File: config.mk
export PLATFORM = sky130hd
export DESIGN_NAME = debug_step_ctrl
export DESIGN_NICKNAME = d
export VERILOG_FILES = /design/src/rtl/debug_step_ctrl.sv
export SDC_FILE = /design/constraint.sdc
export NUM_CORES = 1
export LEC_CHECK = 0
export ABC_AREA = 1
export BUFFER_PORTS_ARGS = -buffer_cell sky130_fd_sc_hd__buf_2
export CORE_MARGIN = 2
export CORE_UTILIZATION = 40
export CTS_CLUSTER_SIZE = 12
export DETAILED_ROUTE_END_ITERATION = 6
export PLACE_DENSITY_LB_ADDON = 0.15
export SYNTH_ARGS = -nofsm -noshare
export SYNTH_HDL_FRONTEND = slang
export SYNTH_SLANG_ARGS = --single-unit
File: constraint.sdc
create_clock -name clk -period 1.47 [get_ports clk]
set_input_delay 0.294 -clock clk [delete_from_list [all_inputs] [get_ports clk]]
set_output_delay 0.294 -clock clk [all_outputs]
set_load 0.05 [all_outputs]
File: src/rtl/debug_step_ctrl.sv
// Debug step/run controller: decodes UART command bytes, gates the pipeline step
// enable and streams a PC (or step-count with DEBUG_CYCLE_CNT_EN) out as 4 bytes.
module debug_step_ctrl #(
    parameter int PC_W  = 32,
    parameter int CMD_W = 8
) (
    input  logic             clk,
    input  logic             rst,
    input  logic             i_cmd_valid,
    input  logic [CMD_W-1:0] i_cmd,
    input  logic             i_halt,
    input  logic [PC_W-1:0]  i_pc,
    input  logic             i_tx_ready,
    output logic             o_step,
    output logic             o_tx_valid,
    output logic [CMD_W-1:0] o_tx_data,
    output logic [2:0]       o_state
);

    localparam int SH_W = 4 * CMD_W;

    localparam logic [CMD_W-1:0] CMD_CONT  = CMD_W'(8'h63);
    localparam logic [CMD_W-1:0] CMD_STEP  = CMD_W'(8'h73);
    localparam logic [CMD_W-1:0] CMD_READ  = CMD_W'(8'h72);
    localparam logic [CMD_W-1:0] CMD_PAUSE = CMD_W'(8'h70);

    typedef enum logic [2:0] {
        S_IDLE = 3'd0,
        S_RUN  = 3'd1,
        S_STEP = 3'd2,
        S_SEND = 3'd3,
        S_DONE = 3'd4
    } state_t;

    state_t            state_q;
    state_t            ret_q;
    logic              step_q;
    logic              tx_valid_q;
    logic [CMD_W-1:0]  tx_data_q;
    logic [1:0]        idx_q;
    logic [1:0]        idx_d;
    logic              load_q;
    logic [SH_W-1:0]   shadow_q;
    logic [SH_W-1:0]   load_src;

    logic cmd_cont, cmd_step, cmd_read, cmd_pause;

    assign cmd_cont  = i_cmd_valid && (i_cmd == CMD_CONT);
    assign cmd_step  = i_cmd_valid && (i_cmd == CMD_STEP);
    assign cmd_read  = i_cmd_valid && (i_cmd == CMD_READ);
    assign cmd_pause = i_cmd_valid && (i_cmd == CMD_PAUSE);

    assign idx_d = idx_q + 2'd1;

`ifdef DEBUG_CYCLE_CNT_EN
    localparam logic [CMD_W-1:0] CMD_COUNT = CMD_W'(8'h6B);

    logic        cmd_count;
    logic        src_cnt_q;
    logic [31:0] cnt_q;

    assign cmd_count = i_cmd_valid && (i_cmd == CMD_COUNT);

    always_ff @(posedge clk) begin
        if (rst) begin
            cnt_q <= '0;
        end else if (step_q) begin
            cnt_q <= cnt_q + 32'd1;
        end
    end

    always_comb begin
        load_src = SH_W'(i_pc);
        if (src_cnt_q) begin
            load_src = SH_W'(cnt_q);
        end
    end
`else
    always_comb begin
        load_src = SH_W'(i_pc);
    end
`endif

    function automatic logic [CMD_W-1:0] byte_of(input logic [SH_W-1:0] s, input logic [1:0] i);
        logic [CMD_W-1:0] b;
        case (i)
            2'd0:    b = s[0*CMD_W +: CMD_W];
            2'd1:    b = s[1*CMD_W +: CMD_W];
            2'd2:    b = s[2*CMD_W +: CMD_W];
            default: b = s[3*CMD_W +: CMD_W];
        endcase
        return b;
    endfunction

    // SEND spends its first cycle capturing the source, so a PC advanced by the
    // preceding STEP pulse is the value that gets reported.
    always_ff @(posedge clk) begin
        if (rst) begin
            state_q    <= S_IDLE;
            ret_q      <= S_IDLE;
            step_q     <= 1'b0;
            tx_valid_q <= 1'b0;
            tx_data_q  <= '0;
            idx_q      <= 2'd0;
            load_q     <= 1'b0;
            shadow_q   <= '0;
`ifdef DEBUG_CYCLE_CNT_EN
            src_cnt_q  <= 1'b0;
`endif
        end else begin
            case (state_q)
                S_IDLE: begin
                    step_q <= 1'b0;
                    if (cmd_cont) begin
                        state_q <= S_RUN;
                        step_q  <= 1'b1;
                    end else if (cmd_step) begin
                        if (i_halt) begin
                            state_q <= S_DONE;
                        end else begin
                            state_q <= S_STEP;
                            step_q  <= 1'b1;
                        end
                    end else if (cmd_read) begin
                        state_q <= S_SEND;
                        ret_q   <= S_IDLE;
                        load_q  <= 1'b1;
                        idx_q   <= 2'd0;
`ifdef DEBUG_CYCLE_CNT_EN
                        src_cnt_q <= 1'b0;
                    end else if (cmd_count) begin
                        state_q   <= S_SEND;
                        ret_q     <= S_IDLE;
                        load_q    <= 1'b1;
                        idx_q     <= 2'd0;
                        src_cnt_q <= 1'b1;
`endif
                    end
                end
                S_RUN: begin
                    if (i_halt) begin
                        state_q <= S_DONE;
                        step_q  <= 1'b0;
                    end else if (cmd_pause) begin
                        state_q <= S_IDLE;
                        step_q  <= 1'b0;
                    end else begin
                        step_q <= 1'b1;
                    end
                end
                S_STEP: begin
                    step_q  <= 1'b0;
                    state_q <= S_SEND;
                    ret_q   <= S_IDLE;
                    load_q  <= 1'b1;
                    idx_q   <= 2'd0;
`ifdef DEBUG_CYCLE_CNT_EN
                    src_cnt_q <= 1'b0;
`endif
                end
                S_SEND: begin
                    step_q <= 1'b0;
                    if (load_q) begin
                        load_q     <= 1'b0;
                        shadow_q   <= load_src;
                        tx_valid_q <= 1'b1;
                        tx_data_q  <= load_src[CMD_W-1:0];
                    end else if (tx_valid_q && i_tx_ready) begin
                        idx_q <= idx_d;
                        if (idx_q == 2'd3) begin
                            tx_valid_q <= 1'b0;
                            tx_data_q  <= '0;
                            state_q    <= ret_q;
                        end else begin
                            tx_data_q <= byte_of(shadow_q, idx_d);
                        end
                    end
                end
                S_DONE: begin
                    step_q <= 1'b0;
                    if (cmd_read) begin
                        state_q <= S_SEND;
                        ret_q   <= S_DONE;
                        load_q  <= 1'b1;
                        idx_q   <= 2'd0;
`ifdef DEBUG_CYCLE_CNT_EN
                        src_cnt_q <= 1'b0;
                    end else if (cmd_count) begin
                        state_q   <= S_SEND;
                        ret_q     <= S_DONE;
                        load_q    <= 1'b1;
                        idx_q     <= 2'd0;
                        src_cnt_q <= 1'b1;
`endif
                    end
                end
                default: begin
                    state_q    <= S_IDLE;
                    step_q     <= 1'b0;
                    tx_valid_q <= 1'b0;
                end
            endcase
        end
    end

    assign o_step     = step_q;
    assign o_tx_valid = tx_valid_q;
    assign o_tx_data  = tx_data_q;
    assign o_state    = state_q;

endmodule

[After elaboration in Yosys (flattened, before gate mapping)]
Cells that the tools add are included.
Storage, ports and cells
  ROM bits: 0
  bits of input ports: 45
  memory bits (writable): 0
  flip-flop bits (word level): 51
  memories kept: 0
  bits in latches: 0
  word-level logic and storage cells: 88
Cells by class
  $lt $le $gt $ge: 0
  divide/modulo/power cells: 0
  $add $sub $neg: 1
  reduce and logical (&&, ||, !) cells: 18
  eq/ne operators: 21
  multiply operators: 0
  multiplexer cells: 39
  bitwise logic cells: 1
  shift operators: 0
Operator list (number)
  2-to-1 mux 3 bit: 13
  == test 8 x 7 -> 1 bit, second input constant: 4
  2-to-1 mux 8 bit: 3
  case mux 8 bit (3 select lines): 1
  case mux 3 bit (5 select lines): 1
  inequality test 2 bit, second input constant: 7
  2-to-1 mux 1 bit: 11
  2-to-1 mux 2 bit: 5
  AND reduction 5 bit: 2
  inequality test 3 bit, second input constant: 3
  case mux 3 bit (3 select lines): 1
  case mux 2 bit (4 select lines): 1
  == test 3 x 2 -> 1 bit, second input constant: 2
  AND reduction 3 bit: 2
  logical AND 1 bit: 5
  == test 2 bit, second input constant: 2
  case mux 1 bit (2 select lines): 2
  case mux 1 bit (4 select lines): 1
  AND reduction 2 bit: 2
  AND reduction 4 bit: 1
  nonzero test 4 bit: 1
  OR reduction 4 bit: 1
  == test 3 x 1 -> 1 bit, second input constant: 1
  == test 3 bit, second input constant: 1
  7 further kinds: 7

[Depth between registers and ports, before layout]
Gate-level depths: netlist (run 1).
  depth in word-level cells: 6
  mapped depth: 11
  mapped depth without buffers: 11

[Worst setup path after synthesis (run 1)]
OpenSTA, ideal clock, no wires.
  path type: register to register
  start: register state_q[0] (netlist: o_state[0])
  end: register shadow_q[31]
  period minus slack after synthesis: 1652 ps
  arrival time: 1536 ps
  setup slack: -182 ps
  cell stages (with the launch flop): 9
  data required time: 1354 ps
  buffers on the path: 1
  cells stage by stage: dfxtp_1 -> nand2_2 -> nor2_4 -> inv_4 -> nor2_4 -> inv_2 -> buf_2 -> nor2_1 -> nor2_1
Between the ends
  longest elaborated chain between the ends: 2
RTL lines
  from (decl): RTL line 35  | state_t state_q;
  from (signal assigned): RTL line 173  | state_q <= ret_q;
  == test 3 x 2 -> 1 bit: RTL line 111  | case (state_q)
  AND reduction 2 bit (no line)
  to (signal assigned): RTL line 165  | shadow_q <= load_src;
  to (decl): RTL line 43  | logic [SH_W-1:0] shadow_q;
Every way passes these cells.
A chain may end at the register's enable or synchronous reset.

[Worst setup path after layout (run 1)]
  start: register state_q[0] (netlist: o_state[0])
  end: register shadow_q[3]
Same word-level chain as after synthesis.

==> impl_metrics.ini, run 1 <==
[clocking]
insertion_delay_ps = 290
cts_tree = yes
htree_levels = 2
cts_root_buffer = clkbuf_8
cts_sinks = 49
clk_pin_slew_worst_paths_ps = 90
cts_max_path_buffers = 2
numCtsBuffers = 5

[flow_run]
maxCapViolCount = 0

[synth]
synthesis.area_per_instance_sq_um = 7.03
synth.area.top_cells = dfxtp_1 (42%), nand2_1 (12%), nor2_1 (10%), o21ai_0 (9.6%), a21oi_1 (4.9%)
synth_top_area_cell = dfxtp_1
synthCells = 335
syn-cell-area_sq_um = 2360
synthDominantCellAreaShare = 0.416
ys_seq_area_frac = 0.416
synth.distinct_cells = 26
yosysWarnings = 0
synth_nets = 385
ys_seq_elements = 49

[floorplanning]
die_w_microns = 80.7
die_h_microns = 80.7
fp-row-count = 27
dieArea_sq_um = 6520
boundaryPins = 58
core-area_sq_um = 5610
initial_utilization = 0.420

[pwr]
power_density_nw_per_um2 = 1320
leakagePower_nw = 1.26
max-vdd-ir-drop_uv = 628

[route]
wl_per_cell_microns = 12.8
viasPerCell = 4.88
dr.pass1.iters = 4
vias = 2265
drtIter0Drc = 115
final_antenna_net_count = 0
wl_microns = 5920
drc = 0

[timing]
setup_viol = 0
setup_tns_ps = 0
tightest_slew_ps = 292
maxSlewHeadroom = 0.806
grt_setup_unrepaired = true
setup_slack_ps = 106
final_max_slew_viol_count = 0
hold_slack_ps = 219
min_period_ps = 1360
max_freq_mhz = 733
post-route-period-util = 0.928
clock_skew_ps = 4.51
hold_viol_final = 0

[worst_setup_path]
worstSetupStartpointType = flip-flop
critical_path_class = flip-flop to flip-flop
cp_max_fo = 14
arrival_ps = 1590
worstSetupEndpointType = flip-flop
required_ps = 1690

[placed_design]
post-dp-hpwl_microns = 4370
io_buffers = 57
pre_cts_ws_ps = -2.43
gp_congestion = 0.935

[grt]
met2_usage = 0.278
grt_start_max_net_pins = 34
grt.busiest_layer = met1
grt_overflow = 0
grtUsageTotal = 0.191
grt_pass1_vias = 2068
met3_usage = 0.0356
grt_pass1_wl_microns = 9820
grtUsageMet1 = 0.294
antenna_found_initial = 0

[min_path]
hp-class = input port to flip-flop

[cells_and_area]
area_growth_pct = 20.2
diodes = 0
drive_gt1_frac = 0.258
finalNetCount = 443

[run_status]
outcome = complete, no violations
## path summary, 6_finish.rpt
path	startpoint	slack (ps)	cells past startpoint	to
worst max-delay path	o_state[0]	110	7	shadow_q[3]
worst min-delay path	i_pc[13]	220	3	shadow_q[13]
worst max register to register	o_state[0]	110	7	shadow_q[3]
worst min register to register	shadow_q[6]	470	2	shadow_q[6]
## layer usage
layer	routed length (microns)	up-vias
li1	-	1219
met1	3110	980
met2	2410	64
met3	372	2
met4	24	0
met5	0	-
## report_power, final
part / total [W] / internal, W / switching [W]
Sequential: 0.00154 / 0.00143 / 0.000110
Combinational: 0.00147 / 0.000525 / 0.000942
Clock: 0.000728 / 0.000314 / 0.000414
## cell usage in the layout, fill, tap and decap left out
master and count:
a21oi_1 23, a21oi_4 1, a31o_2 8, a31oi_1 6, a31oi_2 2, buf_12 1
buf_2 57, buf_4 7, buf_6 2, clkbuf_8 5, clkinv_2 1, dfxtp_1 43
dfxtp_2 6, ha_1 4, ha_2 1, inv_1 18, inv_2 2, inv_4 1
inv_6 1, nand2_1 73, nand2_2 1, nand3_1 11, nand3b_1 2, nand4_1 2
nor2_1 62, nor2_2 1, nor2_4 2, nor3_1 1, o21ai_0 42, o21ai_1 3
o21ai_2 2, o221ai_1 1
## sequential cells by signal, summed over array words and instances, names as in the netlist
signal,flops
o_tx_valid,1
o_step,1
idx_q,2
load_q,1
o_state,3
o_tx_data,8
ret_q,1
shadow_q,32
## cells in the mapped netlist
library cell,instances
nand2_1,73
nor2_1,63
dfxtp_1,49
o21ai_0,45
a21oi_1,23
inv_1,20
nand3_1,11
a31o_2,8
a31oi_1,6
buf_2,5
clkbuf_1,5
ha_1,5
buf_1,3
a31oi_2,2
buf_6,2
nand3b_1,2
nand4_1,2
nor2_4,2
o21ai_2,2
a21oi_4,1
buf_4,1
inv_2,1
inv_4,1
nand2_2,1
nor3_1,1
o221ai_1,1
## critical path, cell delays in order, from the launching register on
cell and delay, ps:
dfxtp_2 400, nand2_2 80, nor2_4 180, inv_4 70, nor2_4 170, buf_6 190
nand2_1 60, a21oi_1 150
## what timing repair did
| item | in CTS | in global routing |
|---|---|---|
| setup endpoints to repair | 0 | 43 |
| hold endpoints to repair | 0 | 0 |
| gates resized for setup | 0 | 14 |
| buffers inserted | 0 | 0 |
| hold buffers | 0 | 0 |
## metrics by stage
step | area [sq um] | power [W] | util | cells
floorplan | 2360 | 0.00259 | - | 335
global placement | 2740 | 0.00300 | 0.488 | 458
detailed placement | 2740 | 0.00298 | 0.488 | 458
CTS | 2810 | 0.00371 | 0.502 | 464
global route | 2830 | 0.00400 | 0.505 | 464
finish | 2830 | 0.00373 | 0.505 | 464
## kinds of logic after synthesis
family | Yosys count | synth area share
simple gates | 155 | 0.266
buf+inv | 38 | 0.0722
fa+ha+maj | 5 | 0.0266
flops | 49 | 0.416
compound gates | 88 | 0.219
## layout make-up
cell class / instances / area [sq um]
inverters: 22 / 90.1
clock inverters: 1 / 5.00
flip-flops and latches: 49 / 988
well taps: 72 / 90.1
fillers: 614 / 2780
clock buffers: 5 / 68.8
multi-input cells: 248 / 1210
repair buffers: 67 / 380
No activity file was read; power rests on OpenSTA's default activity.
==> run 2: changes to the inputs <==
--- a/config.mk
+++ b/config.mk
@@ -7,6 +7,7 @@
 export LEC_CHECK = 0
 export ABC_AREA = 1
 export BUFFER_PORTS_ARGS = -buffer_cell sky130_fd_sc_hd__buf_2
+export CAP_MARGIN = 30
 export CORE_MARGIN = 2
 export CORE_UTILIZATION = 40
 export CTS_CLUSTER_SIZE = 12
==> constraint.sdc (replaced) <==
create_clock -name clk -period 1.65 [get_ports clk]
set_input_delay 0.33 -clock clk [delete_from_list [all_inputs] [get_ports clk]]
set_output_delay 0.33 -clock clk [all_outputs]
set_load 0.01 [all_outputs]
==> run 2 against run 1 <==
Compared with the run above:
- critical path depth is the same
- worst hold slack gained 21 ps
- fmax shrank 9.1%
- register-to-register slack gained 40 ps
- largest power group unchanged
==> impl_metrics.ini, run 2 (synthesis results as in run 1) <==
[cells_and_area]
ff_latch_area_sq_um = 981
diodes = 0
fillers = 613
largest-register = shadow_q
final_common_cell = nand2_1
area_growth_pct = 19.6
finalNetCount = 442
multi_input_area_sq_um = 1200
mostFrequentLayoutCells = nand2_1 (73), nor2_1 (63), buf_2 (57)
postLayoutCoreUtil = 0.503
fin_area_sq_um = 2820
largest_register_ffs = 32
drive_gt1_frac = 0.232

[timing]
tightest_slew_ps = 330
setup_viol = 0
setup_tns_ps = 0
maxSlewHeadroom = 0.780
clock_skew_ps = 4.48
grt_setup_unrepaired = false
max_freq_mhz = 667
hold_viol_final = 0
setup_slack_ps = 150
final_max_slew_viol_count = 0
post-route-period-util = 0.909
min_period_ps = 1500

[floorplanning]
die_h_microns = 80.7
die_w_microns = 80.7
boundaryPins = 58
initial_utilization = 0.420
core-area_sq_um = 5610
dieArea_sq_um = 6520
fp-row-count = 27

[placed_design]
pre_cts_ws_ps = 71.5
post-dp-hpwl_microns = 4260
gp_congestion = 0.894
placedInstanceArea_sq_um = 2700
io_buffers = 57

[worst_setup_path]
arrival_ps = 1730
cp_slowest_stage_delay_ps = 350
r2r_end = o_tx_data[5]
worstSetupStartpointType = flip-flop
cpMostUsedCell = inv_1
reg2reg_from = idx_q[0]
crit_chain = ha_1, inv_1, nand2_1, inv_1, o21ai_0, a31o_2, a31oi_2
cp_max_fo = 8
worstSetupEndpointType = flip-flop
critical_path_class = flip-flop to flip-flop
rr_worst_depth = 7
reg2reg_setup_slack_ps = 150
critPathSlowestCell = dfxtp_1
required_ps = 1880
critical_path_buf_inv_count = 2
critPathTopFamily = compound AO/OA/AOI/OAI gates

[clocking]
htree_levels = 2
clk_pin_slew_worst_paths_ps = 90
cts_hold_buf = 0
insertion_delay_ps = 300
cts_max_path_buffers = 2
cts_tree = yes
cts_sinks = 49
numCtsBuffers = 5
cts_root_buffer = clkbuf_8

[route]
wl_per_cell_microns = 12.6
viasPerCell = 4.94
wl_microns = 5850
final_antenna_net_count = 0
wl_met1_microns = 2990
dr_wl_met2_microns = 2450
drtIter0Drc = 127
vias = 2290
top_layer = met4
dr.pass1.iters = 4
drc = 0
wl_met3_microns = 300

[grt]
grt_overflow = 0
grtUsageTotal = 0.181
grt_start_max_net_pins = 34
grt_pass1_vias = 1965
grt_pass1_wl_microns = 9170
antenna_found_initial = 0

[pwr]
power_density_nw_per_um2 = 1160
p_seq_frac = 0.413
clkPwrFrac = 0.220
leakagePower_nw = 1.26
max-vdd-ir-drop_uv = 606
swShare = 0.377
p_sw_w = 0.00124
power.internal_w = 0.00204
combPwrFrac = 0.367

[flow_run]
maxCapViolCount = 0

[run_status]
outcome = complete, no violations

[min_path]
hold_path_startpoint = i_pc[21]
hp-class = input port to flip-flop
hold_path_depth = 3
whs_endpoint = shadow_q[21]
## run 2: changes by cell type in the layout (fill, tap and decap cells not counted), moves of 2 or more
| cell | delta |
|---|---|
| dfxtp_1 | +6 |
| dfxtp_2 | -6 |
| o21ai_0 | +3 |
| o21ai_1 | -3 |
| buf_6 | -2 |
| inv_1 | +2 |
| inv_2 | -2 |
## run 2: worst max path at each step
stage               cells after the start           end        from  slack [ps]
floorplan                               7  o_tx_data[4]    idx_q[0]         240
global placement                       10    o_state[1]    i_cmd[3]         100
detailed placement                     10    o_state[1]    i_cmd[3]          70
CTS                                     6  o_tx_data[3]  o_state[1]         160
global route                            7  shadow_q[24]  o_state[0]           9
finish                                  7  o_tx_data[5]    idx_q[0]         150
## run 2: area by class of cell
cell class / instances / share of cell area
well taps: 72 / 0.0320
flip-flops and latches: 49 / 0.348
clock inverters: 1 / 0.00266
multi-input cells: 248 / 0.427
inverters: 22 / 0.0311
clock buffers: 6 / 0.0293
repair buffers: 66 / 0.130
## run 2: repair_timing
action,CTS,global route
setup buffers,0,2
resized for setup,0,2
endpoints found under the setup margin,0,2
## run 2: layer usage
layer,up-vias,track usage
met4,0,0.0695
met5,-,0
li1,1216,-
met1,1004,0.262
met2,61,0.268
met3,9,0.0322
## run 2: power groups by stage
stage | Clock (W) | Sequential (W) | Combinational (W)
CTS | 0.000739 | 0.00135 | 0.00119
detailed placement | 0 | 0.00138 | 0.00118
finish | 0.000719 | 0.00135 | 0.00120
floorplan | 0 | 0.00137 | 0.000831
global route | 0.000781 | 0.00137 | 0.00134
global placement | 0 | 0.00138 | 0.00119
## run 2: worst reg2reg max path, delay by kind of cell, from the launching register on
kind | cells | cell delay, ps
flip-flops | 1 | 350
buffers and inverters | 2 | 220
adder cells (fa/ha/maj) | 1 | 220
AND/OR/NAND/NOR | 1 | 70
AO/OA/AOI/OAI | 3 | 570
## run 2: through the flow
stage | power [W] | hold slack, ps | std cells
5_1_grt | 0.00349 | 238 | 464
2_1_floorplan | 0.00220 | 399 | 335
6_report | 0.00327 | 240 | 464
3_3_place_gp | 0.00256 | 452 | 455
3_5_place_dp | 0.00256 | 457 | 455
4_1_cts | 0.00329 | 238 | 462
